[config.mk]
export PLATFORM = sky130hd
export DESIGN_NAME = batcharger_ctrl
export DESIGN_NICKNAME = d
export VERILOG_FILES = /design/src/rtl/batcharger_pkg.sv /design/src/rtl/batcharger_sampler.sv /design/src/rtl/batcharger_ctrl.sv
export SDC_FILE = /design/constraint.sdc
export NUM_CORES = 1
export LEC_CHECK = 0
export CAP_MARGIN = 20
export CORE_ASPECT_RATIO = 0.5
export CORE_MARGIN = 3
export CORE_UTILIZATION = 56
export CTS_BUF_LIST = sky130_fd_sc_hd__clkbuf_8
export CTS_CLUSTER_SIZE = 10
export DETAILED_ROUTE_END_ITERATION = 8
export GPL_TIMING_DRIVEN = 0
export PLACE_DENSITY = 0.84
export SLEW_MARGIN = 20
export SYNTH_ARGS = -nofsm -noshare
export SYNTH_HDL_FRONTEND = slang
export SYNTH_SLANG_ARGS = --single-unit
[constraint.sdc]
create_clock -name clk -period 4.5 [get_ports clk]
set_input_delay 0.9 -clock clk [delete_from_list [all_inputs] [get_ports clk]]
set_output_delay 0.9 -clock clk [all_outputs]
set_load 0.05 [all_outputs]
[src/rtl/batcharger_pkg.sv]
// Shared definitions for the battery charger controller.
//   state_t              : FSM state encodings, also driven on the 'state' port
//   DEFAULT_SAMPLE_DIV   : clock cycles between an ADC acknowledge and the next request
//   DEFAULT_DEB          : consecutive qualifying samples needed for a threshold transition
//   DEFAULT_HYST         : recharge hysteresis, in vbat codes below vcutoff
package batcharger_pkg;

    typedef enum logic [2:0] {
        ST_IDLE  = 3'b000,
        ST_TC    = 3'b001,
        ST_CC    = 3'b010,
        ST_CV    = 3'b011,
        ST_DONE  = 3'b100,
        ST_FAULT = 3'b101
    } state_t;

    localparam int DEFAULT_SAMPLE_DIV = 1000;
    localparam int DEFAULT_DEB        = 2;
    localparam int DEFAULT_HYST       = 10;

endpackage

[src/rtl/batcharger_sampler.sv]
// ADC sample timer and request/acknowledge handshake.
//   clk, rst     : clock, asynchronous active-high reset
//   run          : sampler enable; low clears the timer and withdraws the request
//   vbat, ibat   : ADC result codes, valid while adc_ack is high
//   adc_ack      : one-cycle conversion-done pulse from the ADC
//   adc_req      : conversion request, held until acknowledged
//   sample_valid : high in the cycle a requested conversion is acknowledged
//   vbat_s/ibat_s: sample data; live ADC value during sample_valid, last capture otherwise
module batcharger_sampler
    import batcharger_pkg::*;
#(
    parameter int SAMPLE_DIV = DEFAULT_SAMPLE_DIV
) (
    input  logic       clk,
    input  logic       rst,
    input  logic       run,
    input  logic [7:0] vbat,
    input  logic [7:0] ibat,
    input  logic       adc_ack,
    output logic       adc_req,
    output logic       sample_valid,
    output logic [7:0] vbat_s,
    output logic [7:0] ibat_s
);

    localparam int CW = (SAMPLE_DIV > 1) ? $clog2(SAMPLE_DIV) : 1;

    logic [CW-1:0] div_cnt;
    logic [7:0]    vbat_q;
    logic [7:0]    ibat_q;

    // An acknowledge only counts while a request is outstanding.
    assign sample_valid = run && adc_req && adc_ack;

    // Bypass the capture registers in the acknowledge cycle so the FSM can
    // register its decision on that same edge.
    assign vbat_s = sample_valid ? vbat : vbat_q;
    assign ibat_s = sample_valid ? ibat : ibat_q;

    // NOTE: the sample registers are reset along with the control state so a
    // read-back after reset never exposes stale conversion data.
    always_ff @(posedge clk or posedge rst) begin
        if (rst) begin
            div_cnt <= '0;
            adc_req <= 1'b0;
            vbat_q  <= '0;
            ibat_q  <= '0;
        end else if (!run) begin
            div_cnt <= '0;
            adc_req <= 1'b0;
        end else if (adc_req) begin
            if (adc_ack) begin
                adc_req <= 1'b0;
                vbat_q  <= vbat;
                ibat_q  <= ibat;
            end
        end else if (div_cnt == CW'(SAMPLE_DIV - 1)) begin
            // Counter is left at zero so it restarts cleanly after the ack.
            adc_req <= 1'b1;
            div_cnt <= '0;
        end else begin
            div_cnt <= div_cnt + 1'b1;
        end
    end

endmodule

[src/rtl/batcharger_ctrl.sv]
// Battery charger controller: trickle (TC) -> constant current (CC) ->
// constant voltage (CV) -> DONE, with recharge from DONE and a charge timeout.
//   clk, rst            : clock, asynchronous active-high reset
//   en                  : charger enable; low forces IDLE
//   vbat, ibat          : ADC codes, valid with adc_ack
//   vtok, vcutoff, iend : voltage/current thresholds
//   tmax                : timeout in samples (0 disables)
//   adc_req / adc_ack   : ADC handshake
//   cc, tc, cv          : one-hot mode enables to the power stage
//   done, fault         : charge complete / timeout fault
//   state               : current FSM state encoding
module batcharger_ctrl
    import batcharger_pkg::*;
#(
    parameter int SAMPLE_DIV = DEFAULT_SAMPLE_DIV,
    parameter int DEB        = DEFAULT_DEB,
    parameter int HYST       = DEFAULT_HYST
) (
    input  logic        clk,
    input  logic        rst,
    input  logic        en,
    input  logic [7:0]  vbat,
    input  logic [7:0]  ibat,
    input  logic [7:0]  vtok,
    input  logic [7:0]  vcutoff,
    input  logic [7:0]  iend,
    input  logic [15:0] tmax,
    output logic        adc_req,
    input  logic        adc_ack,
    output logic        cc,
    output logic        tc,
    output logic        cv,
    output logic        done,
    output logic        fault,
    output logic [2:0]  state
);

    localparam int          DW     = (DEB > 0) ? $clog2(DEB + 1) : 1;
    localparam logic [7:0]  HYST_C = 8'(HYST);

    state_t          cur, nxt, target;
    logic [DW-1:0]   deb_q, deb_d;
    logic [15:0]     tmr_q, tmr_d;
    logic            qual;
    logic            charging;
    logic            sample_valid;
    logic [7:0]      vbat_s, ibat_s;

    batcharger_sampler #(.SAMPLE_DIV(SAMPLE_DIV)) u_sampler (
        .clk          (clk),
        .rst          (rst),
        .run          (en),
        .vbat         (vbat),
        .ibat         (ibat),
        .adc_ack      (adc_ack),
        .adc_req      (adc_req),
        .sample_valid (sample_valid),
        .vbat_s       (vbat_s),
        .ibat_s       (ibat_s)
    );

    assign charging = (cur == ST_TC) || (cur == ST_CC) || (cur == ST_CV);

    // NOTE: every signal driven here gets a default first, so no path through
    // the block can leave a value unassigned and infer a latch.
    always_comb begin
        nxt    = cur;
        deb_d  = deb_q;
        tmr_d  = tmr_q;
        qual   = 1'b0;
        target = cur;

        unique case (cur)
            ST_TC:   begin qual = (vbat_s >= vtok);    target = ST_CC;   end
            ST_CC:   begin qual = (vbat_s >= vcutoff); target = ST_CV;   end
            ST_CV:   begin qual = (ibat_s <= iend);    target = ST_DONE; end
            // Guarding the subtraction keeps a low vcutoff from wrapping
            // into a huge recharge level.
            ST_DONE: begin
                qual   = (vcutoff >= HYST_C) && (vbat_s < (vcutoff - HYST_C));
                target = ST_CC;
            end
            default: ;
        endcase

        if (!en) begin
            nxt   = ST_IDLE;
            deb_d = '0;
            tmr_d = '0;
        end else if (sample_valid) begin
            if (cur == ST_IDLE) begin
                nxt   = (vbat_s < vtok) ? ST_TC : (vbat_s < vcutoff) ? ST_CC : ST_CV;
                deb_d = '0;
                tmr_d = '0;
            end else if (cur != ST_FAULT) begin
                if (charging && tmr_q != 16'hFFFF) tmr_d = tmr_q + 16'd1;

                // Timeout is tested first so it wins over a threshold move.
                if (charging && tmax != 16'd0 && tmr_d >= tmax) begin
                    nxt   = ST_FAULT;
                    deb_d = '0;
                end else if (!qual) begin
                    deb_d = '0;
                end else if (32'(deb_q) + 1 >= DEB) begin
                    nxt   = target;
                    deb_d = '0;
                    if (target == ST_DONE) tmr_d = '0;
                end else begin
                    deb_d = deb_q + 1'b1;
                end
            end
        end
    end

    // NOTE: state registers use non-blocking assignment so every flop samples
    // the pre-edge values, independent of block evaluation order.
    always_ff @(posedge clk or posedge rst) begin
        if (rst) begin
            cur   <= ST_IDLE;
            deb_q <= '0;
            tmr_q <= '0;
        end else begin
            cur   <= nxt;
            deb_q <= deb_d;
            tmr_q <= tmr_d;
        end
    end

    assign tc    = (cur == ST_TC);
    assign cc    = (cur == ST_CC);
    assign cv    = (cur == ST_CV);
    assign done  = (cur == ST_DONE);
    assign fault = (cur == ST_FAULT);
    assign state = cur;

endmodule

* After elaboration in Yosys (flattened, before gate mapping)
Cells that the tools add are included.
** Storage, ports and cells
- Memories kept :: 0
- RAM bits :: 0
- Logic and storage cells :: 89
- Input port bits :: 60
- Output and inout port bits :: 9
- Latch bits :: 0
- Register bits :: 48
- Memory bits (read-only) :: 0
** Cells by class
- Shift operators :: 0
- Multipliers :: 0
- Bitwise operators :: 0
- Reductions and logical operators :: 14
- Multiplexer cells :: 40
- $lt $le $gt $ge :: 9
- $add $sub $neg :: 5
- Equality and inequality tests :: 14
- Divide/modulo/power cells :: 0
** Operators by type and width (count)
- 16-bit two-way mux :: 13
- 10-bit two-way mux :: 3
- 8-bit less-than comparator :: 3
- 3-bit two-way mux :: 7
- 16-bit by 1-bit adder with 16-bit output, second input constant :: 1
- 16-bit >= comparator :: 1
- 8-bit >= comparator :: 2
- 2-bit two-way mux :: 8
- 8-bit two-way mux :: 2
- 16-bit != test, second input constant :: 1
- 16-bit nonzero test :: 1
- 10-bit by 1-bit adder with 10-bit output, second input constant :: 1
- 10-bit == test, second input constant :: 1
- 3-bit == test, second input constant :: 3
- 3-bit case mux with 3 select lines :: 1
- 8-bit by 4-bit >= comparator with 1-bit output, second input constant :: 1
- 8-bit <= comparator :: 1
- 4-bit by 1-bit != test with 1-bit output, second input constant :: 2
- 8-bit by 4-bit subtractor with 8-bit output, second input constant :: 1
- 3-bit by 2-bit == test with 1-bit output, second input constant :: 2
- 1-bit logical AND :: 6
- 1-bit two-way mux :: 5
- 1-bit case mux with 4 select lines :: 1
- 4-bit AND reduction :: 1
- other kinds (13) :: 14

* Longest topological paths before layout
- Depth after elaboration :: 17
- Gate-level depth with buffers :: 17

* Hierarchy
From an unflattened synthesis, not the netlist that was laid out.
** Unflattened totals
- Cells, all modules :: 467
- Area total of the unflattened synthesis :: 4300.4 um2
** Modules (own cells, without submodules)
- batcharger_ctrl :: area each 2841.5 um2, cells an instance 347, instances 1
- batcharger_sampler :: area each 1458.9 um2, cells an instance 120, instances 1

* Worst setup path after synthesis
No wires, ideal clock.
- Path type :: register -> register
- Start point :: reg cur[0] (netlist: state[0])
- End point :: reg cur[1] (netlist: state[1])
- Required time :: 4375 ps
- Library setup time :: 125 ps
- Cell stages (with the launch flop) :: 16
- Path slack :: 584 ps
- Arrival :: 3791 ps
- Path buffers :: 1
- Cell sequence :: dfrtp_1 -> nor2_1 -> nor2_4 -> o211ai_2 -> or4_1 -> buf_6 -> nor2_1 -> xnor2_1 -> ha_1 -> a211oi_1 -> nor2_1 -> a211o_1 -> a311oi_1 -> or2_2 -> a41o_1 -> mux2_2
** On the way
- Word-level cells in the longest chain between the ends :: 16
- Elaborated cells on any way between the ends :: 31
- Those cells by class :: 1 x order compare; 8 x eq/ne; 14 x mux; 8 x reduce/logical
** RTL lines
- from (decl) :: RTL line batcharger_ctrl.sv:41 : state_t cur, nxt, target;
- from (signal assigned) :: RTL line batcharger_ctrl.sv:123 : cur <= nxt;
- 3-bit by 1-bit == test with 1-bit output or 3-bit by 2-bit == test with 1-bit output (tied branches) :: RTL line batcharger_ctrl.sv:62, batcharger_ctrl.sv:73
- 1-bit logical OR (2 in series) :: RTL line batcharger_ctrl.sv:62 : assign charging = (cur == ST_TC) || (cur == ST_CC) || (cur == ST_CV);
- 1-bit logical AND :: RTL line batcharger_ctrl.sv:96 : if (charging && tmr_q != 16'hFFFF) tmr_d = tmr_q + 16'd1;
- 16-bit two-way mux :: RTL line batcharger_ctrl.sv:96
- 16-bit two-way mux :: RTL line batcharger_ctrl.sv:95 : end else if (cur != ST_FAULT) begin
- 16-bit two-way mux :: RTL line batcharger_ctrl.sv:91 : if (cur == ST_IDLE) begin
- 16-bit two-way mux :: RTL line batcharger_ctrl.sv:90 : end else if (sample_valid) begin
- 16-bit two-way mux :: RTL line batcharger_ctrl.sv:86 : if (!en) begin
- 16-bit >= comparator :: RTL line batcharger_ctrl.sv:99 : if (charging && tmax != 16'd0 && tmr_d >= tmax) begin
- 1-bit logical AND :: RTL line batcharger_ctrl.sv:99
- 3-bit two-way mux :: RTL line batcharger_ctrl.sv:99
- 3-bit two-way mux :: RTL line batcharger_ctrl.sv:95
- 3-bit two-way mux :: RTL line batcharger_ctrl.sv:91
- 3-bit two-way mux :: RTL line batcharger_ctrl.sv:90
- 3-bit two-way mux :: RTL line batcharger_ctrl.sv:86
Several ways; a longest one is shown, not always the timed one. The select of a mux whose other input is x is not followed.
A chain may end at the register's enable or synchronous reset.

* Final worst setup path
- Start point :: in adc_ack
- End point :: reg tmr_q[7]
** On the way
- Word-level cells in the longest chain between the ends :: 11
- Elaborated cells on any way between the ends :: 17
- Those cells by class :: 4 x order compare; 1 x eq/ne; 9 x mux; 3 x reduce/logical
** RTL lines
- from (decl) :: RTL line batcharger_ctrl.sv:29 : input logic adc_ack,
- 1-bit logical AND * :: RTL line batcharger_sampler.sv:33 : assign sample_valid = run && adc_req && adc_ack;
- 8-bit two-way mux :: RTL line batcharger_sampler.sv:37 : assign vbat_s = sample_valid ? vbat : vbat_q;
- 8-bit less-than comparator :: RTL line batcharger_ctrl.sv:80 : qual = (vcutoff >= HYST_C) && (vbat_s < (vcutoff - HYST_C));
- 1-bit logical AND :: RTL line batcharger_ctrl.sv:80
- 1-bit case mux with 4 select lines :: RTL line batcharger_ctrl.sv:73 : unique case (cur)
- 16-bit two-way mux :: RTL line batcharger_ctrl.sv:102 : end else if (!qual) begin
- 16-bit two-way mux :: RTL line batcharger_ctrl.sv:99
- 16-bit two-way mux :: RTL line batcharger_ctrl.sv:95
- 16-bit two-way mux :: RTL line batcharger_ctrl.sv:91
- 16-bit two-way mux :: RTL line batcharger_ctrl.sv:90
- 16-bit two-way mux :: RTL line batcharger_ctrl.sv:86
- to (signal assigned) :: RTL line batcharger_ctrl.sv:125 : tmr_q <= tmr_d;
- to (decl) :: RTL line batcharger_ctrl.sv:43 : logic [15:0] tmr_q, tmr_d;
Mark *: on every way between the ends. The rest lies on a longest branch, timed or not. The select of a mux whose other input is x is not followed.

==> flow_summary.ini <==
[critical_path]
crit_type = in2reg
r2r.worst_path.cells = 17
r2r-end = tmr_q[8]
worstPathMaxFanout = 10
ff2ff_setup_slack_ns = 0.26
crit_required_ns = 4.73
cp.arrival_ns = 4.52
endpoint_kind = flip-flop
critPathLaunchType = input pin
rr_startpoint = tmr_q[0]

[timing]
slew_headroom = 0.533
fmaxAchievable_mhz = 233
tightest_slew_ns = 0.701
fin_crit_sh = 0.954
report.final.slew_viol_count = 0
setup_viol = 0
fin_ws_ns = 0.206
hold_viol_final = 0
min_period_ns = 4.29
finClkSkew_ns = 0.0100
rsz0062_at_grt = no

[power_and_ir_drop]
power.leakage_nw = 2.36
p_sw_frac = 0.361
p_per_area_nw_per_um2 = 228
clkPwrFrac = 0.224
ir_worst_vdd_mv = 0.231
p_total_mw = 1.14
combPwrFrac = 0.370
p_seq_frac = 0.406
p_int_mw = 0.730
net-switching-power_mw = 0.412

[floorplanning]
coreArea_um2 = 6880
row_count = 21
initial_utilization = 0.596
die_w_um = 127
dieArea_um2 = 8450
fp.dieH_um = 66.5
io_pins = 69

[clocking]
cts_tree = built
cts-root-buf = clkbuf_8
clock_latency_ns = 0.30
cts_sinks = 48
clk_pin_slew_worst_paths_ns = 0.10
cts_made_buffers = 5
cts_htree_levels = 2
hold_buffers = 0
clk_path_buf_depth = 2

[global_route]
antenna_found_initial = 0
grt_max_degree = 27
grt_pass1_wl_um = 16000
overflow = 0
grt_pass1_vias = 3460
track_usage = 0.233

[status]
status = finished clean

[route]
drtAntennaViolNets = 0
drt-initial-drc-count = 262
wire_per_inst_um = 15.0
first_pass_iters = 5
vias = 3650
drc = 0
viasPerCell = 5.81
routed_wl_um = 9410

[synthesis]
synth_edf_count = 0
ys_ff_latch = 48
yosys_warnings = 0
syn_area_per_cell_um2 = 8.90
synth_cell_types = 62
ys_async_sr_fraction = 1.00
syn_area_um2 = 4100
netlist_instances = 461
yosys_most_used_dff = dfrtp_1
ys_seq_area_frac = 0.293
synth_fp_nets = 573

[placement]
dp_hpwl_um = 7500
gp_congestion = 0.935
dpl_worst_slack_ns = -0.320
io_buffers = 67

[cells_and_area]
num-fill-cells = 548
nNetsFinal = 648
diodes = 0
final_layout_size_suffix_gt1_frac = 0.112
syn2layout_area_growth_pct = 21.8

[hold_path]
holdPathEnd = u_sampler.ibat_q[0]
min_from = u_sampler.ibat_q[0]
hold_path_class = reg2reg
whs_path_depth = 2

[run]
cap_violations = 0
synthesized netlist by cell type, drive strengths merged, types with 2 or more instances:
cell type  instances  area (um2)
a211oi             7        52.6
a21o               5        37.5
a21oi             22         110
a311oi             2        17.5
a31oi              5        31.3
a32o               7        70.1
and2               2        12.5
and3               2        12.5
buf                6        33.8
clkbuf             7        26.3
dfrtp             48        1200
ha                52         651
inv               52         195
mux2              30         338
mux2i              3        30.0
nand2             29         111
nand2b             5        31.3
nand3             14        70.1
nand3b             2        15.0
nand4             15         100
nor2              39         156
nor2b              7        43.8
nor3               4        20.0
nor3b              2        15.0
nor4               5        31.3
o211ai             5        42.5
o21a               8        60.1
o21ai             17        96.3
o221ai             2        17.5
o22ai              3        18.8
o31ai              3        22.5
or2                6        37.5
or3                4        25.0
or4                4        33.8
xnor2             18         158
xor2               5        43.8
cell usage in the layout, fill, tap and decap left out, types with 7 or more instances in the layout:
cell,instances
a211oi_1,7
a21oi_1,22
a32o_1,7
clkbuf_1,7
clkdlybuf4s50_1,67
dfrtp_1,48
ha_1,52
inv_1,50
mux2_2,30
nand2_1,28
nand3_1,14
nand4_1,14
nor2_1,37
nor2b_1,7
o21a_1,8
o21ai_0,11
xnor2_1,18
metal layers:
| metal | vias to the layer above | part of all wire | wire length [um] | track usage |
|---|---|---|---|---|
| li1 | 1809 | - | - | - |
| met1 | 1721 | 0.48 | 4550 | 0.328 |
| met2 | 116 | 0.45 | 4250 | 0.386 |
| met3 | 4 | 0.060 | 567 | 0.0352 |
| met4 | 0 | 0.0045 | 42 | 0.0481 |
| met5 | - | 0 | 0 | 0 |
repair_timing:
action / CTS / global route
hold endpoints to repair: 0 / 0
setup buffers: 0 / 0
resized for setup: 1 / 2
endpoints found under the setup margin: 2 / 17
logic make-up (layout without fill, tap and decap cells):
| group | after synthesis | after routing | share of synthesized area |
|---|---|---|---|
| multiplexers | 33 | 33 | 0.0896 |
| buffers and inverters | 66 | 141 | 0.0631 |
| AO/OA/AOI/OAI | 97 | 97 | 0.165 |
| adder cells (fa/ha/maj) | 52 | 52 | 0.159 |
| AND/OR/NAND/NOR | 142 | 142 | 0.182 |
| flip-flops | 48 | 48 | 0.293 |
| XOR/XNOR | 23 | 23 | 0.0491 |
power by group through the flow:
stage               combinational, mW  sequential [mW]  clock (mW)
finish                          0.423            0.464       0.256
global route                    0.460            0.466       0.277
CTS                             0.421            0.463       0.257
detailed placement              0.417            0.472           0
global placement                0.408            0.471           0
floorplan                       0.244            0.495           0
per-stage QoR:
stage	setup TNS, ns	instances	utilization	area, um2	hold WS, ns
global route	0	628	0.726	5000	0.512
CTS	0	628	0.725	4990	0.503
detailed placement	-3.68	621	0.713	4910	0.482
global placement	-3.40	620	0.710	4890	0.474
finish	0	628	0.726	5000	0.501
floorplan	0	461	-	4100	0.456
registers in the layout, summed over array words and instances, names as in the netlist:
name	cells
u_sampler.div_cnt	10
state	3
u_sampler.ibat_q	8
u_sampler.adc_req	1
tmr_q	16
u_sampler.vbat_q	8
deb_q	2
layout make-up:
type,instances,area [um2],area share
Buffer,13,62.6,0.0125
Multi-Input combinational cell,347,2650,0.530
Clock buffer,5,68.8,0.0138
Inverter,53,199,0.0398
Timing Repair Buffer,68,691,0.138
Tap cell,92,115,0.0230
Clock inverter,2,12.5,0.00250
Sequential cell,48,1200,0.240
critical path: stages:
cell and delay [ns]:
clkdlybuf4s50_1 0.42, nand3_1 0.18, clkbuf_1 0.57, mux2_2 0.45, ha_1 0.22, a2111oi_0 0.39
o31ai_1 0.15, o2bb2ai_1 0.20, o221ai_1 0.39, buf_2 0.32, nand2_1 0.12, o22ai_1 0.19
worst max-delay path by stage:
stage	startpoint	to	slack, ns	cells after the start
floorplan	state[0]	state[1]	0.58	15
global placement	adc_ack	tmr_q[7]	-0.30	13
detailed placement	adc_ack	tmr_q[7]	-0.32	13
CTS	tmr_q[0]	tmr_q[8]	0.16	17
global route	adc_ack	tmr_q[7]	0.01	13
finish	adc_ack	tmr_q[7]	0.21	12
No activity file was read; power rests on OpenSTA's default activity.
